===== config.mk =====
export PLATFORM = sky130hd
export DESIGN_NAME = alu_sequencer
export DESIGN_NICKNAME = d
export VERILOG_FILES = /design/src/rtl/alu_sequencer.sv
export SDC_FILE = /design/constraint.sdc
export NUM_CORES = 1
export LEC_CHECK = 0
export ABC_AREA = 1
export CORE_UTILIZATION = 48
export CTS_BUF_LIST = sky130_fd_sc_hd__clkbuf_16
export DETAILED_ROUTE_END_ITERATION = 10
export PLACE_DENSITY_LB_ADDON = 0.08
export SLEW_MARGIN = 30
export SYNTH_ARGS = -nofsm -noshare
export SYNTH_HDL_FRONTEND = slang
export SYNTH_SLANG_ARGS = --single-unit

===== constraint.sdc =====
create_clock -name clock -period 4.55 [get_ports clock]
set_input_delay 0.6825 -clock clock [delete_from_list [all_inputs] [get_ports clock]]
set_output_delay 0.6825 -clock clock [all_outputs]
set_load 0.005 [all_outputs]

===== src/rtl/alu_sequencer.sv =====
// Issue-side controller for the combinational alu: valid/ready request intake, held response,
// and unsigned 16x16->32 shift-add multiply on ALU_ADD. ALU_SEQ_B2B_EN enables retire+accept in DONE.
`ifndef ALU_ADD
`define ALU_ADD        3'd0
`define ALU_SUBTRACT   3'd1
`define ALU_AND        3'd2
`define ALU_OR         3'd3
`define ALU_COMPLEMENT 3'd4
`endif
`ifndef OVERFLOWFLAG
`define OVERFLOWFLAG 3
`define ZEROFLAG     2
`define CARRYFLAG    1
`define NEGFLAG      0
`endif

module alu_sequencer #(
  parameter int WIDTH     = 16,
  parameter int MUL_STEPS = 16
) (
  input  logic             clock,
  input  logic             reset,
  input  logic             req_valid,
  output logic             req_ready,
  input  logic             req_mul,
  input  logic [2:0]       req_op,
  input  logic [WIDTH-1:0] req_a,
  input  logic [WIDTH-1:0] req_b,
  output logic [2:0]       alu_op,
  output logic [WIDTH-1:0] alu_a,
  output logic [WIDTH-1:0] alu_b,
  input  logic [WIDTH-1:0] alu_result,
  input  logic [3:0]       alu_flags,
  output logic             rsp_valid,
  input  logic             rsp_ready,
  output logic [WIDTH-1:0] rsp_result,
  output logic [WIDTH-1:0] rsp_result_hi,
  output logic [3:0]       rsp_flags
);

  typedef enum logic [1:0] {IDLE, EXEC, MUL, DONE} state_t;

  state_t           state;
  logic [WIDTH-1:0] mcand;
  logic [WIDTH-1:0] acc_hi;
  logic [WIDTH-1:0] acc_lo;
  logic [4:0]       cnt;
  logic [WIDTH-1:0] nxt_hi;
  logic [WIDTH-1:0] nxt_lo;
  logic             accept;

  function automatic logic [3:0] mul_flags(input logic [2*WIDTH-1:0] p);
    logic [3:0] f;
    f                = 4'd0;
    f[`ZEROFLAG]     = (p == '0);
    f[`NEGFLAG]      = p[2*WIDTH-1];
    f[`CARRYFLAG]    = (p[2*WIDTH-1:WIDTH] != '0);
    f[`OVERFLOWFLAG] = 1'b0;
    return f;
  endfunction

`ifdef ALU_SEQ_B2B_EN
  assign req_ready = ((state == IDLE) | ((state == DONE) & rsp_ready)) & ~reset;
`else
  assign req_ready = (state == IDLE) & ~reset;
`endif
  assign accept = req_valid & req_ready;

  // One shift-add step: the alu carry becomes the new top bit of the 32-bit accumulator.
  always_comb begin
    nxt_hi = {alu_flags[`CARRYFLAG], alu_result[WIDTH-1:1]};
    nxt_lo = {alu_result[0], acc_lo[WIDTH-1:1]};
  end

  // Sequencer state, alu drive registers and held response.
  always_ff @(posedge clock or posedge reset) begin
    if (reset) begin
      state         <= IDLE;
      mcand         <= '0;
      acc_hi        <= '0;
      acc_lo        <= '0;
      cnt           <= 5'd0;
      alu_op        <= 3'd0;
      alu_a         <= '0;
      alu_b         <= '0;
      rsp_valid     <= 1'b0;
      rsp_result    <= '0;
      rsp_result_hi <= '0;
      rsp_flags     <= 4'd0;
    end else begin
      case (state)
        IDLE: begin
          alu_op <= 3'd0;
          alu_a  <= '0;
          alu_b  <= '0;
        end
        EXEC: begin
          rsp_result    <= alu_result;
          rsp_result_hi <= '0;
          rsp_flags     <= alu_flags;
          rsp_valid     <= 1'b1;
          alu_op        <= 3'd0;
          alu_a         <= '0;
          alu_b         <= '0;
          state         <= DONE;
        end
        MUL: begin
          acc_hi <= nxt_hi;
          acc_lo <= nxt_lo;
          cnt    <= cnt + 5'd1;
          if (cnt == 5'(MUL_STEPS - 1)) begin
            rsp_result    <= nxt_lo;
            rsp_result_hi <= nxt_hi;
            rsp_flags     <= mul_flags({nxt_hi, nxt_lo});
            rsp_valid     <= 1'b1;
            alu_op        <= 3'd0;
            alu_a         <= '0;
            alu_b         <= '0;
            state         <= DONE;
          end else begin
            alu_op <= `ALU_ADD;
            alu_a  <= nxt_hi;
            alu_b  <= acc_lo[1] ? mcand : '0;
          end
        end
        DONE: begin
          alu_op <= 3'd0;
          alu_a  <= '0;
          alu_b  <= '0;
          if (rsp_ready) begin
            rsp_valid <= 1'b0;
            state     <= IDLE;
          end else begin
            rsp_valid <= 1'b1;
          end
        end
        default: begin
          state     <= IDLE;
          rsp_valid <= 1'b0;
        end
      endcase

      // A new request overrides the retire-to-IDLE above when back-to-back issue is enabled.
      if (accept) begin
        if (req_mul) begin
          state  <= MUL;
          mcand  <= req_a;
          acc_hi <= '0;
          acc_lo <= req_b;
          cnt    <= 5'd0;
          alu_op <= `ALU_ADD;
          alu_a  <= '0;
          alu_b  <= req_b[0] ? req_a : '0;
        end else begin
          state  <= EXEC;
          alu_op <= req_op;
          alu_a  <= req_a;
          alu_b  <= req_b;
        end
      end
    end
  end

endmodule


==> results of run 1 <==
[cell usage in the layout (no fill, tap or decap), drive strengths merged, types with 2 or more instances in the layout]
cell type	instances
o22ai	13
dfrtp	110
ha	2
nand4	2
o221ai	15
nand2	133
nand3	59
nor2	63
o21ai	24
clkdlybuf4s50	132
inv	52
o32ai	4
a31oi	27
xor2	2
a21oi	5
clkinv	5
buf	4
clkbuf	9
[cell type report]
class	count	area, sq um	area share, %
clock inverter	7	50.0	0.773
sequential	110	2750	42.5
timing repair buffer	136	1350	20.9
clock buffer	9	225	3.48
tap	133	166	2.57
inverter	51	196	3.04
multi-input combinational	353	1730	26.7
[power by group through the flow]
stage | clock (mW) | sequential, mW | combinational [mW]
6_report | 0.735 | 1.54 | 1.44
5_1_grt | 0.776 | 1.58 | 1.62
4_1_cts | 0.737 | 1.54 | 1.44
3_5_place_dp | 0 | 1.56 | 1.43
3_3_place_gp | 0 | 1.55 | 1.40
2_1_floorplan | 0 | 1.54 | 0.820
[stage by stage]
stage                     utilization (%)  power (mW)  cell area [sq um]  worst slack, ns  hold slack, ns
after CTS                            65.9        3.72               6470             1.55           0.503
after detailed placement             63.1        3.00               6200             1.22           0.486
after global routing                 65.9        3.98               6470             1.31           0.525
after floorplan                         -        2.36               4900            0.362           0.486
final                                65.9        3.72               6470             1.57           0.498
after global placement               63.1        2.96               6200             1.34           0.482
[flip-flops by register name (all words and copies together), names as in the netlist]
name           flops
alu_b             16
acc_lo            15
state              2
rsp_valid          1
cnt                5
rsp_result        16
alu_op             3
rsp_flags          4
mcand             16
alu_a             16
rsp_result_hi     16
[metal layers]
| layer | up-vias | global-route usage, % | part of all wire, % |
|---|---|---|---|
| met1 | 2086 | 38.1 | 43 |
| met5 | - | 0 | 0 |
| met4 | 0 | 12.9 | 3.5 |
| li1 | 2050 | - | - |
| met3 | 30 | 4.00 | 6.7 |
| met2 | 186 | 43.5 | 47 |
[worst max-delay path, stage by stage]
cell and delay [ns]:
clkdlybuf4s50_1 0.47, inv_4 0.49, nand3_4 0.37, nor2_4 0.53
buf_4 0.39, nand3_1 0.12, o221ai_1 0.12
[worst max path at each step]
stage	startpoint	endpoint	slack [ns]
detailed placement	reset	alu_b[9]$_DFF_PP0_	1.22
global placement	reset	alu_b[15]$_DFF_PP0_	1.34
finish	reset	alu_b[9]$_DFF_PP0_	1.57
CTS	reset	alu_b[9]$_DFF_PP0_	1.55
floorplan	reset	alu_b[10]$_DFF_PP0_	0.36
global route	reset	alu_b[9]$_DFF_PP0_	1.31
[kinds of logic after synthesis]
logic type / Yosys count
flip-flops: 110
buffers and inverters: 86
adder cells (fa/ha/maj): 2
XOR/XNOR: 2
AND/OR/NAND/NOR: 259
AO/OA/AOI/OAI: 90
==> results.cfg, run 1 <==
[logic_synthesis]
syn_inst = 549
syn_nets = 611
synthAdderAreaFrac_pct = 0.510
synth.top_cells.by_count = nand2_1, dfrtp_1, nor2_1
synth_edf_count = 0
async_flop_share_pct = 100
ys.warnings.count = 0
yosysTopAreaCellShare_pct = 56.2
ys.flop_type = dfrtp_1
postSynthAreaPerCell_sq_um = 8.93
synth_seq_area_share_pct = 56.2
synth-seq-cells = 110
synth-simple-area-share_pct = 22.6
synth_cell_type_count = 30
synth-xor-area-share_pct = 0.357
synth_area_leaders = dfrtp_1, nand2_1, nand3_1
synth_compound_area_share_pct = 11.8
synth_top_family_by_area = simple AND/OR/NAND/NOR gates
yosysTopAreaCell = dfrtp_1
syn_area_sq_um = 4900
synth.most_common_cell = nand2_1
synth_mux_area_share_pct = 0

[layout]
drive_above_1_share_pct = 4.50
fin_nets = 723
syn2layout_area_growth_pct = 32.0
n_antenna_cell = 0
fill_cells = 850
final_cells = 799

[setup_path]
r2r_slack_ns = 1.95
r2r_cells = 7
start_kind = input pin
arrival_ns = 3.20
crit_type = in -> reg
reg2reg_from = cnt[0]$_DFF_PP0_
crit_required_ns = 4.77
r2r_end = alu_b[7]$_DFF_PP0_
end_kind = register
critical_path_peak_fanout = 49

[global_route]
track_usage_pct = 27.6
grt_overflow_total = 0
grt_pass1_vias = 4187
antenna_found_initial = 0
grt_pass1_wl_um = 21700
grt_max_degree = 65

[floorplan]
die_h_um = 103
die_area_sq_um = 10600
io_pins = 133
rows = 36
initial_core_util_pct = 49.9
coreArea_sq_um = 9820
die_w_um = 103

[power_and_ir_drop]
pwr-share-clk_pct = 19.7
p_switching_mw = 1.32
p_seq_share_pct = 41.5
leakagePower_nw = 2.98
p_per_area_nw_per_um2 = 575
ir_drop_v = 0.000293
combPwrFrac_pct = 38.8
p_int_mw = 2.40
p_sw_share_pct = 35.6

[cts]
tritoncts = built
cts-htree-levels = 3
clk_latency_ns = 0.34
root_buffer = clkbuf_16
cts_hold_buf = 0
clk_pin_slew_worst_paths_ns = 0.07
cts.sinks = 110
cts_buffers = 9
clock_path_buffers = 2
cts_setup_buffers = 0
post_cts_resized = 0

[run]
cap_viol_max_count = 0

[hold_path]
min_path_type = reg -> reg
holdPathStages = 2
hp-start = rsp_result_hi[12]$_DFFE_PP0P_
min_to = rsp_result_hi[12]$_DFFE_PP0P_

[detailed_routing]
drt_iter0_drc = 290
vias_per_cell = 5.45
wire_per_inst_um = 17.2
drc_errors = 0
drtAntennaViolNets = 0
drt_wl_total_um = 13800
drt_first_pass_iters = 4
via_count = 4352

[sta]
finClkSkew_ns = 0.00503
rsz0062_at_grt = false
fin_crit_sh_pct = 65.4
hold_viol = 0
period_minus_slack_ns = 2.98
timing.slew.headroom_pct = 44.6
slew_violations = 0
fin_setup_tns_ns = 0
setup_viol = 0
tightest_slew_ns = 0.828
timing.fmax_ghz = 0.336

[place]
place_inst = 783
dp.final_hpwl_um = 9830
gp_congestion = 0.838
numPortBuffers = 132

[run_status]
status = completed
No activity file was read; power rests on OpenSTA's default activity.
==> inputs of run 2 (changes only) <==
CORE_UTILIZATION = 44   (was 48)
clock period = 2.5 ns   (was 4.55 ns; I/O delays follow)
==> results.cfg, run 2 (same netlist as run 1, synthesis figures left out) <==
[cts]
tritoncts = built
root_buffer = clkbuf_16
cts_hold_buf = 0
clk_pin_slew_worst_paths_ns = 0.08
cts-htree-levels = 3
cts_setup_buffers = 0
cts.sinks = 110
clock_path_buffers = 2
clk_latency_ns = 0.34
post_cts_resized = 0
cts_buffers = 9

[floorplan]
initial_core_util_pct = 45.2
die_area_sq_um = 11600
io_pins = 133
die_h_um = 108
rows = 38
coreArea_sq_um = 10800
die_w_um = 108

[layout]
mostFrequentLayoutCell = clkdlybuf4s50_1
mostFrequentLayoutCells = clkdlybuf4s50_1, nand2_1, dfrtp_1
syn2layout_area_growth_pct = 35.9
finish.utilization_pct = 61.4
drive_above_1_share_pct = 6.98
n_antenna_cell = 0
fin_nets = 730

[sta]
setup_viol = 0
period_minus_slack_ns = 2.29
rsz0062_at_grt = false
timing.slew.headroom_pct = 55.8
fin_crit_sh_pct = 91.7
tightest_slew_ns = 0.663
hold_viol = 0
slew_violations = 0
timing.fmax_ghz = 0.436
finClkSkew_ns = 0.00588

[place]
numPortBuffers = 132
dp.final_hpwl_um = 9810
gp_congestion = 0.794

[setup_path]
start_kind = register
critical_path_peak_fanout = 35
end_kind = register
crit_type = reg -> reg
arrival_ns = 2.53
crit_required_ns = 2.74

[detailed_routing]
drt_first_pass_iters = 5
vias_per_cell = 5.28
drc_errors = 0
via_count = 4292
drtAntennaViolNets = 0
drt_iter0_drc = 188
wire_per_inst_um = 16.8
drt_wl_total_um = 13700

[power_and_ir_drop]
ir_drop_v = 0.000532
finalPower_mw = 7.12
p_per_area_nw_per_um2 = 1070
leakagePower_nw = 3.05

[global_route]
antenna_found_initial = 0
grt_max_degree = 111
track_usage_pct = 24.9
grt_pass1_vias = 4237
grt_overflow_total = 0
grt_pass1_wl_um = 21800

[run]
cap_viol_max_count = 0

[hold_path]
min_path_type = reg -> reg

[run_status]
status = completed
[run 2: cell count changes in the layout (fill, tap and decap cells not counted), moves of 3 or more]
cell	delta
o21ai_1	+14
buf_4	+5
o32ai_1	-4
clkinv_4	-3
o32ai_2	+4
o21ai_0	-14
[run 2: routing by layer]
metal | up-vias | part of all wire, % | GRT usage, %
li1 | 2052 | - | -
met4 | 0 | 2.5 | 9.00
met3 | 23 | 5.0 | 2.97
met5 | - | 0 | 0
met1 | 2067 | 44 | 33.2
met2 | 150 | 49 | 41.9
[run 2: layout make-up]
| cell class | instances | area [sq um] |
|---|---|---|
| Clock buffer | 9 | 225 |
| Clock inverter | 7 | 103 |
| Fill cell | 963 | 4180 |
| Inverter | 51 | 200 |
| Multi-Input combinational cell | 353 | 1780 |
| Sequential cell | 110 | 2750 |
| Tap cell | 140 | 175 |
| Timing Repair Buffer | 143 | 1430 |
[run 2: critical path: stages (launching register included)]
cell and delay, ns:
dfrtp_1 0.39, ha_1 0.18, and3_1 0.16, ha_1 0.58, nand2_4 0.27, nand2_4 0.34
nand2_1 0.09, nor2_1 0.13, nor2_1 0.05
[run 2: power by group]
part | switching (mW) | leakage, nW | internal, mW
logic | 1.40 | 1.50 | 1.32
registers | 0.365 | 1.39 | 2.45
clock network | 0.693 | 0.163 | 0.896
total | 2.46 | 3.05 | 4.67
[run 2: worst paths after layout]
kind,startpoint,to,slack [ns],cells past startpoint
worst max-delay path,cnt[0]$_DFF_PP0_,rsp_flags[2]$_DFFE_PP0P_,0.21,8
worst min-delay path,rsp_result_hi[15]$_DFFE_PP0P_,rsp_result_hi[15]$_DFFE_PP0P_,0.50,2
worst max register to register,cnt[0]$_DFF_PP0_,rsp_flags[2]$_DFFE_PP0P_,0.21,8
worst min register to register,rsp_result_hi[15]$_DFFE_PP0P_,rsp_result_hi[15]$_DFFE_PP0P_,0.50,2
max in group asynchronous,reset,acc_lo[14]$_DFF_PP0_,1.34,3
min in group asynchronous,reset,rsp_valid$_DFFE_PP0P_,0.69,3
[run 2: through the flow]
step	hold slack (ns)	area [sq um]	setup slack [ns]	std cells	TNS, ns
6_report	0.504	6660	0.209	813	0
5_1_grt	0.528	6660	0.000119	813	0
4_1_cts	0.510	6660	0.210	813	0
3_5_place_dp	0.491	6330	0.244	797	0
3_3_place_gp	0.486	6330	0.306	797	0
2_1_floorplan	0.486	5010	-0.533	549	-28.01
